File: config.mk
export PLATFORM = sky130hd
export DESIGN_NAME = cpu_mem_arbiter
export DESIGN_NICKNAME = d
export VERILOG_FILES = /design/src/rtl/cpu_arb_pkg.sv /design/src/rtl/cpu_arb_slot.sv /design/src/rtl/cpu_mem_arbiter.sv
export SDC_FILE = /design/constraint.sdc
export NUM_CORES = 1
export LEC_CHECK = 0
export CAP_MARGIN = 40
export CORE_MARGIN = 8
export CORE_UTILIZATION = 45
export CTS_CLUSTER_DIAMETER = 80
export DETAILED_ROUTE_END_ITERATION = 10
export MAX_ROUTING_LAYER = met4
export PLACE_DENSITY = 0.76
export SETUP_SLACK_MARGIN = 0.05
export SLEW_MARGIN = 20
export SYNTH_ARGS = -nofsm -noshare
export SYNTH_HDL_FRONTEND = slang
export SYNTH_SLANG_ARGS = --single-unit
File: constraint.sdc
create_clock -name clock -period 3.85 [get_ports clock]
set_input_delay 0.9625 -clock clock [delete_from_list [all_inputs] [get_ports clock]]
set_output_delay 0.9625 -clock clock [all_outputs]
set_load 0.1 [all_outputs]
File: src/rtl/cpu_arb_pkg.sv
// Shared types for the CPU instruction/data memory arbiter: FSM states,
// port identifiers and the captured request record.
package cpu_arb_pkg;

    typedef enum logic [1:0] {
        IDLE   = 2'd0,
        BUSY_I = 2'd1,
        BUSY_D = 2'd2
    } arb_state_t;

    localparam int PORT_I = 0;
    localparam int PORT_D = 1;

    typedef struct packed {
        logic [31:0] addr;
        logic        write;
        logic [3:0]  byte_enable;
        logic [31:0] wdata;
    } arb_req_t;

endpackage

File: src/rtl/cpu_arb_slot.sv
// One-deep pending-request slot: captures a request pulse, clears on grant,
// and flags (drop) a request arriving while the port is still occupied.
module cpu_arb_slot
    import cpu_arb_pkg::*;
(
    input  logic     clock,
    input  logic     reset,
    input  logic     request,
    input  arb_req_t req_in,
    input  logic     busy,
    input  logic     grant,
    output logic     cand,
    output arb_req_t cand_req
);

    logic     pending_reg;
    arb_req_t req_reg;
    logic     drop;
    logic     accept;

    // busy is low in the completion cycle, so a new request may follow an ack directly
    assign drop     = request & (pending_reg | busy);
    assign accept   = request & ~drop;
    assign cand     = pending_reg | accept;
    assign cand_req = pending_reg ? req_reg : req_in;

    always_ff @(posedge clock or negedge reset) begin
        if (!reset) begin
            pending_reg <= 1'b0;
            req_reg     <= '0;
        end else begin
            if (grant) begin
                pending_reg <= 1'b0;
            end else if (accept) begin
                pending_reg <= 1'b1;
            end
            if (accept) begin
                req_reg <= req_in;
            end
        end
    end

endmodule

File: src/rtl/cpu_mem_arbiter.sv
// Arbitrates the CPU instruction and data buses onto one request/ack memory port.
// Define CPU_ARB_STATS_EN to add the stat_conflicts / stat_stall counters.
module cpu_mem_arbiter
    import cpu_arb_pkg::*;
#(
    parameter int ADDR_W   = 16,
    parameter int MAX_WAIT = 4
) (
    input  logic              clock,
    input  logic              reset,
    input  logic              cpui_request,
    input  logic [31:0]       cpui_addr,
    output logic [31:0]       cpui_rdata,
    output logic              cpui_ack,
    input  logic              cpud_request,
    input  logic [ADDR_W-1:0] cpud_addr,
    input  logic              cpud_write,
    input  logic [3:0]        cpud_byte_enable,
    input  logic [31:0]       cpud_wdata,
    output logic [31:0]       cpud_rdata,
    output logic              cpud_ack,
    output logic              mem_request,
    output logic [ADDR_W-1:0] mem_addr,
    output logic              mem_write,
    output logic [3:0]        mem_byte_enable,
    output logic [31:0]       mem_wdata,
    input  logic [31:0]       mem_rdata,
    input  logic              mem_ack
`ifdef CPU_ARB_STATS_EN
    ,
    output logic [31:0]       stat_conflicts,
    output logic [31:0]       stat_stall
`endif
);

    arb_state_t        state_reg, state_next;
    logic [3:0]        wait_cnt_reg, wait_cnt_next;
    logic              mem_request_reg;
    logic [ADDR_W-1:0] mem_addr_reg;
    logic              mem_write_reg;
    logic [3:0]        mem_byte_enable_reg;
    logic [31:0]       mem_wdata_reg;
    logic              cpui_ack_reg, cpud_ack_reg;
    logic [31:0]       cpui_rdata_reg, cpud_rdata_reg;

    arb_req_t req_in_i, req_in_d, cand_req_i, cand_req_d, sel_req;
    logic     cand_i, cand_d, busy_i, busy_d;
    logic     arb_en, pick_i, grant_i, grant_d;
    logic     sel_port, ack_i, ack_d;

    assign req_in_i = '{addr: cpui_addr, write: 1'b0, byte_enable: 4'hf, wdata: 32'h0};
    assign req_in_d = '{addr: 32'(cpud_addr), write: cpud_write,
                        byte_enable: cpud_byte_enable, wdata: cpud_wdata};

    assign busy_i = (state_reg == BUSY_I) & ~mem_ack;
    assign busy_d = (state_reg == BUSY_D) & ~mem_ack;

    cpu_arb_slot u_slot_i (
        .clock    (clock),
        .reset    (reset),
        .request  (cpui_request),
        .req_in   (req_in_i),
        .busy     (busy_i),
        .grant    (grant_i),
        .cand     (cand_i),
        .cand_req (cand_req_i)
    );

    cpu_arb_slot u_slot_d (
        .clock    (clock),
        .reset    (reset),
        .request  (cpud_request),
        .req_in   (req_in_d),
        .busy     (busy_d),
        .grant    (grant_d),
        .cand     (cand_d),
        .cand_req (cand_req_d)
    );

    // A new grant may be made from IDLE or in the cycle the current transfer completes
    assign arb_en   = (state_reg == IDLE) | mem_ack;
    assign pick_i   = cand_i & (~cand_d | (wait_cnt_reg >= 4'(MAX_WAIT)));
    assign grant_i  = arb_en & pick_i;
    assign grant_d  = arb_en & cand_d & ~pick_i;
    assign sel_port = grant_d ? 1'(PORT_D) : 1'(PORT_I);
    assign sel_req  = (sel_port == 1'(PORT_D)) ? cand_req_d : cand_req_i;
    assign ack_i    = (state_reg == BUSY_I) & mem_ack;
    assign ack_d    = (state_reg == BUSY_D) & mem_ack;

    generate
        if (ADDR_W < 32) begin : g_addr_hi
            // instruction address bits above ADDR_W are discarded by design
            logic addr_hi_unused;
            assign addr_hi_unused = ^sel_req.addr[31:ADDR_W];
        end
    endgenerate

    always_comb begin
        state_next    = state_reg;
        wait_cnt_next = wait_cnt_reg;
        case (state_reg)
            IDLE: begin
                if (grant_i) begin
                    state_next = BUSY_I;
                end else if (grant_d) begin
                    state_next = BUSY_D;
                end
            end
            BUSY_I, BUSY_D: begin
                if (mem_ack) begin
                    if (grant_i) begin
                        state_next = BUSY_I;
                    end else if (grant_d) begin
                        state_next = BUSY_D;
                    end else begin
                        state_next = IDLE;
                    end
                end
            end
            default: state_next = IDLE;
        endcase
        if (!cand_i || grant_i) begin
            wait_cnt_next = '0;
        end else if (grant_d && wait_cnt_reg != 4'hf) begin
            wait_cnt_next = wait_cnt_reg + 4'd1;
        end
    end

    always_ff @(posedge clock or negedge reset) begin
        if (!reset) begin
            state_reg           <= IDLE;
            wait_cnt_reg        <= '0;
            mem_request_reg     <= 1'b0;
            mem_addr_reg        <= '0;
            mem_write_reg       <= 1'b0;
            mem_byte_enable_reg <= '0;
            mem_wdata_reg       <= '0;
            cpui_ack_reg        <= 1'b0;
            cpui_rdata_reg      <= '0;
            cpud_ack_reg        <= 1'b0;
            cpud_rdata_reg      <= '0;
        end else begin
            state_reg       <= state_next;
            wait_cnt_reg    <= wait_cnt_next;
            mem_request_reg <= grant_i | grant_d;
            // mem_* fields stay put for the whole transfer; mem_write tells a write ack apart
            if (grant_i | grant_d) begin
                mem_addr_reg        <= sel_req.addr[ADDR_W-1:0];
                mem_write_reg       <= sel_req.write;
                mem_byte_enable_reg <= sel_req.byte_enable;
                mem_wdata_reg       <= sel_req.wdata;
            end
            cpui_ack_reg   <= ack_i;
            cpui_rdata_reg <= ack_i ? mem_rdata : 32'h0;
            cpud_ack_reg   <= ack_d;
            cpud_rdata_reg <= (ack_d && !mem_write_reg) ? mem_rdata : 32'h0;
        end
    end

    assign mem_request     = mem_request_reg;
    assign mem_addr        = mem_addr_reg;
    assign mem_write       = mem_write_reg;
    assign mem_byte_enable = mem_byte_enable_reg;
    assign mem_wdata       = mem_wdata_reg;
    assign cpui_ack        = cpui_ack_reg;
    assign cpui_rdata      = cpui_rdata_reg;
    assign cpud_ack        = cpud_ack_reg;
    assign cpud_rdata      = cpud_rdata_reg;

`ifdef CPU_ARB_STATS_EN
    logic [31:0] stat_conflicts_reg, stat_stall_reg;

    always_ff @(posedge clock or negedge reset) begin
        if (!reset) begin
            stat_conflicts_reg <= '0;
            stat_stall_reg     <= '0;
        end else begin
            if ((grant_i | grant_d) && cand_i && cand_d) begin
                stat_conflicts_reg <= stat_conflicts_reg + 32'd1;
            end
            if ((cand_i && !grant_i) || (cand_d && !grant_d)) begin
                stat_stall_reg <= stat_stall_reg + 32'd1;
            end
        end
    end

    assign stat_conflicts = stat_conflicts_reg;
    assign stat_stall     = stat_stall_reg;
`endif

endmodule

==> summary.log <==
INFO  yosys          synth-compound-area-share=0.1413
INFO  floorplanning  count_of_standard_cell_rows=50
INFO  grt            gr-usage-all-layers=0.2367
INFO  sta            grt_setup_unrepaired=false
INFO  sta            setup-tns-final=0ps
INFO  worst_hold_path whs_path_depth=1
INFO  sta            hold_violations=0
INFO  final_layout   area_growth=66.26%
INFO  grt            gr-total-overflow=0
INFO  place          globalplace.congestion=0.7809
INFO  setup_path     required=4160ps
INFO  floorplanning  io-pin-count=242
INFO  run            max_cap_viol_count=0
INFO  final_layout   largest_register_ff_count=53
INFO  drt            antenna_violating_nets_post_route=0
INFO  final_layout   fin_nets=1118
INFO  yosys          yosys_warnings=0
INFO  floorplanning  die_area=23490squm
INFO  clock_tree     clk_root_buffer_cell=clkbuf_16
INFO  drt            route.vias.total=6801
INFO  yosys          adder_and_majority_cell_fraction_of_the_synthesized_area=0.007377
INFO  clock_tree     cts_inserted_buffers=17
INFO  sta            max_clock_freq=359.3MHz
INFO  yosys          avgSynthCellArea=12.89squm
INFO  sta            final_period_minus_worst_setup_slack=2783ps
INFO  drt            avgRoutedWirePerCell=21.81microns
INFO  clock_tree     cts_htree_levels=4
INFO  place          pre_cts_slack=639.5ps
INFO  yosys          postSynth.asyncResetShare=1.000
INFO  setup_path     critical_path_peak_fanout=24
INFO  worst_hold_path min-delay-start=u_slot_i.req_reg[32]
INFO  clock_tree     post_cts.repair.setup_buffers=0
INFO  setup_path     worstRegToRegCells=8
INFO  drt            drc=0
INFO  clock_tree     post_cts_hold_buffer_count=0
INFO  drt            drt_pass1_iterations=4
INFO  yosys          ys_seq_area_frac=0.5842
INFO  clock_tree     ctsLongestPathBuffers=2
INFO  floorplanning  chipWidth=153.3microns
INFO  sta            setup_viol_count_final=0
INFO  setup_path     timing.rr.end=mem_wdata[6]
INFO  sta            skew=13.01ps
INFO  worst_hold_path hold-path-endpoint=u_slot_i.req_reg[32]
INFO  yosys          synth.net_count=785
INFO  final_layout   drive_gt1_frac=0.2622
INFO  grt            antenna_violations_before_repair=3
INFO  place          hpwl_detailed=19680microns
INFO  setup_path     regToRegSetupSlack=1470ps
INFO  yosys          ys_seq_elements=198
INFO  sta            drv_slew=0
INFO  setup_path     crit_type=in2reg
INFO  sta            final.period_utilization=0.7229
INFO  clock_tree     clock_sinks=198
INFO  pwr            max_ir_drop_vdd=0.6636mV
INFO  final_layout   final_cell_mix=222 x clkdlybuf4s50_1, 197 x dfrtp_1, 70 x mux2_2
INFO  setup_path     critPathLaunchType=input pin
INFO  sta            slew-limit-headroom=0.5308
INFO  setup_path     worstPathArrival=3100ps
INFO  outcome        run_status=complete, no violations
INFO  sta            tightestPinTransition=701.7ps
INFO  yosys          synth_mux_area_frac=0.1354
INFO  yosys          synthXorXnorAreaFrac=0
INFO  setup_path     r2r_start=state_reg[1]
INFO  final_layout   n_fill_cell=1132
INFO  pwr            power.static_leakage=6.188nW
INFO  clock_tree     cts_tree=done
INFO  yosys          largest_family_of_logic_cells_by_synthesized_area=compound AO/OA/AOI/OAI gates
INFO  yosys          number_of_flops_mapped_to_enable_cells_by_yosys=0
INFO  clock_tree     cts.reportedPaths.clkPinSlew=70ps
INFO  clock_tree     cts.repair.resized=0
INFO  floorplanning  coreArea=18580squm
INFO  yosys          synthFlopType=dfrtp_1
INFO  final_layout   layout.cells.most_common=clkdlybuf4s50_1
INFO  grt            grt_first_pass_wirelength=42030microns
INFO  worst_hold_path hold_path_class=reg2reg
INFO  floorplanning  initial_util=0.4564
INFO  drt            vias_per_cell=5.485
INFO  place          port_buffers=225
INFO  drt            routed_wl=27050microns
INFO  grt            via_count_of_the_first_global_routing_pass=7427
INFO  drt            drt_iter0_drc=316
INFO  clock_tree     clock_insertion_delay_worst_skew=430ps
INFO  pwr            power_density=854.7nW/um^2
INFO  yosys          synth_area=8481squm
INFO  yosys          count_of_distinct_cell_types_in_the_synthesized_netlist=43
INFO  floorplanning  die_height=153.3microns
INFO  sta            postLayoutSetupSlackWorst=1067ps
INFO  yosys          synth-simple-area-share=0.09575
INFO  grt            largest_net_degree_at_the_start_of_global_routing=76
INFO  yosys          netlist_instances=658
INFO  setup_path     critPathCaptureType=register
INFO  pwr            design_power_total=12.05mW
==> layout make-up <==
| type | count | area [sq um] | area share |
|---|---|---|---|
| inverter | 21 | 78.83 | 0.005591 |
| sequential | 198 | 4959 | 0.3517 |
| clock buffer | 17 | 425.4 | 0.03017 |
| tap | 234 | 292.8 | 0.02076 |
| antenna | 3 | 7.507 | 0.0005324 |
| clock inverter | 14 | 141.4 | 0.01003 |
| multi-input combinational | 388 | 3224 | 0.2287 |
| timing repair buffer | 365 | 4971 | 0.3526 |
==> Yosys cell counts (2+ instances only) <==
cell type	number	area, sq um
o2bb2ai_1	33	289.0
a32oi_1	17	148.9
o21ai_1	9	45.04
nor3_2	3	30.03
a21oi_1	2	10.01
nor2_1	22	82.58
a21oi_2	2	17.52
a221oi_1	12	105.1
nand2_1	2	7.510
mux2i_1	36	360.4
nor2b_1	22	137.6
nand3b_1	2	15.01
clkbuf_1	28	105.1
o21ai_0	12	60.06
nand2b_1	4	25.02
a221oi_2	8	120.1
a221o_1	4	40.04
dfrtp_1	198	4955
mux2_2	70	788.3
a21o_1	3	22.52
ha_1	5	62.56
buf_2	20	100.1
o221ai_1	33	289.0
nand3_1	4	20.02
nor3b_1	2	15.01
inv_1	21	78.83
and3_1	35	219.0
and2_1	34	212.7
==> critical path: stages <==
cell and delay (ps):
clkdlybuf4s50_1 500, buf_4 270, nand2b_1 170, nand3b_1 500
buf_12 390, mux2_2 290
==> kinds of logic (layout without fill, tap and decap cells) <==
group / count (synthesis) / in the layout
other: 0 / 3
AND/OR/NAND/NOR: 136 / 136
multiplexers: 106 / 106
adder cells (fa/ha/maj): 5 / 5
flip-flops: 198 / 198
AO/OA/AOI/OAI: 141 / 141
buffers and inverters: 72 / 417
==> metal layers <==
metal	GRT usage	wire length, microns
met5	-	0
met2	0.4167	14540
met3	0.05639	1387
met1	0.2533	10300
met4	0.09472	820
==> where the power goes <==
group	switching, mW	internal, mW
clock	0.830	0.911
sequential	0.509	2.81
combinational	4.12	2.87
total	5.46	6.60
==> metrics by stage <==
stage	cell area [sq um]	util	hold slack [ps]	cells
6_report	14100	0.7589	489.9	1240
5_1_grt	14100	0.7589	512.7	1240
4_1_cts	14090	0.7585	490.7	1237
3_5_place_dp	13530	0.7279	476.5	1206
3_3_place_gp	11010	0.5927	466.5	1087
2_1_floorplan	8481	-	448.8	658
==> worst max path at each step <==
stage               cells past startpoint              endpoint  startpoint
floorplan                               6       wait_cnt_reg[2]     mem_ack
global placement                        5          state_reg[0]     mem_ack
detailed placement                      6  u_slot_i.req_reg[42]     mem_ack
CTS                                     6  u_slot_d.req_reg[17]     mem_ack
global route                            6  u_slot_i.req_reg[41]     mem_ack
finish                                  6  u_slot_d.req_reg[46]     mem_ack
Note: power is estimated with default switching activity, not from simulation.
